--- config.mk ---
export PLATFORM = sky130hd
export DESIGN_NAME = unsigned_div_seq
export DESIGN_NICKNAME = d
export VERILOG_FILES = /design/src/rtl/unsigned_div_seq.sv
export SDC_FILE = /design/constraint.sdc
export NUM_CORES = 1
export LEC_CHECK = 0
export ABC_AREA = 1
export CAP_MARGIN = 20
export CORE_ASPECT_RATIO = 0.7
export CORE_MARGIN = 3
export CORE_UTILIZATION = 59
export DETAILED_ROUTE_END_ITERATION = 10
export PLACE_DENSITY = 0.85
export SYNTH_ARGS = -nofsm -noshare
export SYNTH_HDL_FRONTEND = slang
export SYNTH_SLANG_ARGS = --single-unit
--- constraint.sdc ---
create_clock -name clk -period 6.05 [get_ports clk]
set_clock_uncertainty 0.2 [all_clocks]
set_input_delay 1.21 -clock clk [delete_from_list [all_inputs] [get_ports clk]]
set_output_delay 1.21 -clock clk [all_outputs]
set_load 0.01 [all_outputs]
--- src/rtl/unsigned_div_seq.sv ---
// Sequential restoring divider: one quotient bit per clock, start/busy/done handshake.
// Divide-by-zero short-circuits to DONE with quot all ones and rem equal to the dividend.
module unsigned_div_seq #(
    parameter int WIDTH = 32
) (
    input  logic             clk,
    input  logic             rst_n,
    input  logic             start,
    input  logic [WIDTH-1:0] in1,
    input  logic [WIDTH-1:0] in2,
    output logic             busy,
    output logic             done,
    output logic [WIDTH-1:0] quot,
    output logic [WIDTH-1:0] rem,
    output logic             div_by_zero
);

    localparam int CNT_W = $clog2(WIDTH);

    typedef enum logic [1:0] {
        IDLE = 2'd0,
        RUN  = 2'd1,
        DONE = 2'd2
    } state_t;

    state_t           state;
    state_t           state_next;
    logic [CNT_W-1:0] count;
    logic [WIDTH-1:0] dividend_work;
    logic [WIDTH-1:0] divisor_work;
    logic [WIDTH-1:0] part_rem;
    logic             accept;
    logic             accept_zero;
    logic             last_step;
    logic [WIDTH:0]   step_res;
    logic             step_bit;
    logic [WIDTH-1:0] step_rem;

    // One restoring iteration: returns {quotient bit, new partial remainder}.
    // The shifted remainder is WIDTH+1 bits; when it is >= divisor the
    // difference is below 2^WIDTH, so its low WIDTH bits are exact.
    function automatic logic [WIDTH:0] restore_step(
        input logic [WIDTH-1:0] r,
        input logic             b,
        input logic [WIDTH-1:0] d
    );
        logic [WIDTH:0]   shifted;
        logic [WIDTH-1:0] diff;
        shifted = {r, b};
        diff    = shifted[WIDTH-1:0] - d;
        if (shifted >= {1'b0, d})
            return {1'b1, diff};
        else
            return {1'b0, shifted[WIDTH-1:0]};
    endfunction

    assign step_res  = restore_step(part_rem, dividend_work[WIDTH-1], divisor_work);
    assign step_bit  = step_res[WIDTH];
    assign step_rem  = step_res[WIDTH-1:0];
    assign last_step = (count == CNT_W'(WIDTH - 1));

    always_comb begin
        state_next  = state;
        accept      = 1'b0;
        accept_zero = 1'b0;
        case (state)
            IDLE, DONE: begin
                state_next = IDLE;
                if (start) begin
                    if (in2 == '0) begin
                        accept_zero = 1'b1;
                        state_next  = DONE;
                    end else begin
                        accept     = 1'b1;
                        state_next = RUN;
                    end
                end
            end
            RUN: begin
                if (last_step)
                    state_next = DONE;
            end
            default: state_next = IDLE;
        endcase
    end

    // Control and result registers
    always_ff @(posedge clk or negedge rst_n) begin
        if (!rst_n) begin
            state       <= IDLE;
            count       <= '0;
            busy        <= 1'b0;
            done        <= 1'b0;
            quot        <= '0;
            rem         <= '0;
            div_by_zero <= 1'b0;
        end else begin
            state <= state_next;
            busy  <= (state_next == RUN);
            done  <= (state_next == DONE);
            if (accept)
                count <= '0;
            else if (state == RUN)
                count <= count + 1'b1;
            if (accept_zero) begin
                quot        <= '1;
                rem         <= in1;
                div_by_zero <= 1'b1;
            end else if (state == RUN && last_step) begin
                quot        <= {dividend_work[WIDTH-2:0], step_bit};
                rem         <= step_rem;
                div_by_zero <= 1'b0;
            end
        end
    end

    // Working datapath: the dividend register shifts out dividend bits MSB
    // first while quotient bits shift in at the bottom.
    always_ff @(posedge clk) begin
        if (accept) begin
            dividend_work <= in1;
            divisor_work  <= in2;
            part_rem      <= '0;
        end else if (state == RUN) begin
            dividend_work <= {dividend_work[WIDTH-2:0], step_bit};
            part_rem      <= step_rem;
        end
    end

endmodule

==> reports/qor.yml <==
h-tree-depth: 4
slowest_delay_ps: 750
criticalPathCategory: "input port to register"
cts_buffers: 17
status: "finished, final reports clean"
dp_hpwl_mm: 19.67
arrival_ps: 4070
synth_top_area_frac: 0.2123
grt_pass1_vias: 8673
post-route-util: 0.7481
swShare: 0.4479
cts_tree: "yes"
ys_async_sr_fraction: 0.4353
drv_slew: 0
rsz0062_at_grt: "no"
drtIter0Drc: 972
clock_power_share: 0.168
ys_warn_count: 0
worst_pin_slew_ps: 996.9
drv_cap: 0
boundaryPins: 134
syn_area_um2: 9762
crit_path_cell_trace: "clkdlybuf4s50_1 > nor2_1 > nand2_1 > nor2_1 > nand4_1 > clkinv_1 > buf_4 > nand2_1 > nand2_1 > buf_4 > o22a_1"
cts_root_buf: "clkbuf_16"
vias_per_cell: 5.382
dp.cells: 1673
ys_top_cells_by_count: "nand2_1, inv_1, nand3_1"
postSynthAreaPerCell_um2: 7.220
first_pass_iters: 5
yosys.area.top_type: "nand2_1"
crit_family: "simple AND/OR/NAND/NOR gates"
path_clk_slew_ps: 70
netSwitchingPower_mw: 2.864
required_ps: 6230
power_frac_comb: 0.513
period_minus_slack_ps: 3896
rows: 38
ys_ff_latch: 170
start_kind: "input port"
clock_sinks: 170
grt_pass1_wl_mm: 43.76
drive_above_1_share: 0.04175
synth_fp_nets: 1454
worstSkewPairLatency_ps: 440
die_w_um: 159.7
setup_viol: 0
initial_utilization: 0.6166
min_path_type: "register to register"
fmax_ghz: 0.2566
die-area_um2: 18150
clockBufferDepth: 2
ys.flop_type: "dfrtp_1"
place_ws_ps: 1762
irDropWorstVdd_mv: 0.2545
synthDistinctLibCells: 35
grt.overflow.total: 0
wl_per_cell_um: 15.87
stdcell_count: 1705
grt_max_degree: 75
coreArea_um2: 15830
diodes: 0
worst-path-buf-inv: 4
route.detailed.drc: 0
die_h_um: 113.6
crit_fanout: 33
ctsHoldBuffers: 0
power.leakage_nw: 6.131
post_cts_buffers: 0
via_count: 9177
synth_edf_count: 64
finalHoldViolations: 0
postRouteAntennaNets: 0
slew_headroom: 0.3338
grt_usage: 0.3037
routed_wl_mm: 27.06
cts_resized: 0
synth.most_common_cell: "nand2_1"
fin_nets: 1574
synth-seq-area-share: 0.4522
netlist_instances: 1352
p_int_mw: 3.531
antenna_found_initial: 0
setup_slack_ps: 2154
gp_congestion: 0.9670
port_buffers: 133
crit_top_cell: "nand2_1"
worstSetupEndpointType: "register"
area_growth_pct: 21.33
fin_crit_sh: 0.6440
p_per_area_nw_per_um2: 539.9
tns_ps: 0
seq_power_share: 0.319
synth.area.top_cells: "nand2_1, edfxtp_1, dfrtp_1, inv_1, nand3_1"
crit_slowest_cell: "nand2_1"
tightest hold or removal path: cells and delay by family (launching register included):
kind / cells / cell delay (ps)
flip-flops: 1 / 320
AND/OR/NAND/NOR: 2 / 100
area by class of cell:
cell class,count,area [um^2]
clock buffer,17,425.4
clock inverter,15,160.2
fill,1220,3989
inverter,214,803.3
multi-input combinational,924,4347
sequential,170,4414
tap,220,275.3
timing repair buffer,145,1419
final timing paths:
path,start,end,slack (ps),cells past startpoint
max,in2[27],quot[27],2150,11
min,part_rem[30],part_rem[30],270,2
max reg2reg,divisor_work[28],part_rem[24],2560,12
min reg2reg,part_rem[30],part_rem[30],270,2
max in group asynchronous,rst_n,rem[21],4310,1
min in group asynchronous,rst_n,quot[12],700,1
power groups by stage:
stage | logic (mW) | registers (mW) | clock network (mW)
2_1_floorplan | 2.09 | 2.05 | 0
3_3_place_gp | 3.10 | 2.03 | 0
3_5_place_dp | 3.20 | 2.04 | 0
4_1_cts | 3.24 | 2.03 | 1.08
5_1_grt | 3.68 | 2.08 | 1.13
6_report | 3.28 | 2.04 | 1.08
placed cells by master, fill, tap and decap left out, types with 13 or more instances in the layout:
cell type        instances
dfrtp_1                 74
nand2_1                551
nor2_1                  74
clkbuf_16               17
a21oi_1                 22
edfxtp_1                64
dfxtp_1                 32
inv_1                  210
buf_4                   13
clkdlybuf4s50_1        132
nand3_1                152
xor2_1                  14
ha_1                    34
o22a_1                  24
metal layers:
layer | track usage | share of wire | vias up
met1 | 0.4254 | 0.44 | 4185
li1 | - | - | 4464
met4 | 0.1090 | 0.026 | 0
met2 | 0.4714 | 0.44 | 472
met3 | 0.06679 | 0.098 | 56
met5 | 0 | 0 | -
state kept, by name, summed over array words and instances (netlist names), 2 cells and up:
name and count:
divisor_work 32, count 5, quot 32, part_rem 32, rem 32, dividend_work 32
state 2
kinds of logic (layout without fill, tap and decap cells):
logic type / after synthesis / after routing / share of synthesized area
AOI/OAI and AO/OA: 61 / 61 / 0.04294
xor gates and xnor gates: 16 / 16 / 0.01436
adders and majority gates: 35 / 35 / 0.04563
buffers and inverters: 258 / 391 / 0.1033
DFF: 170 / 170 / 0.4522
and+or+nand+nor: 812 / 812 / 0.3416
per-stage QoR:
stage / total power [mW] / hold slack [ps] / instance area [um^2]
6_report: 6.395 / 271.0 / 11840
5_1_grt: 6.896 / 286.4 / 11840
4_1_cts: 6.350 / 272.8 / 11840
3_5_place_dp: 5.238 / 260.6 / 11260
3_3_place_gp: 5.132 / 257.8 / 11260
2_1_floorplan: 4.141 / 242.1 / 9762
(Power assumes the default switching activity.)
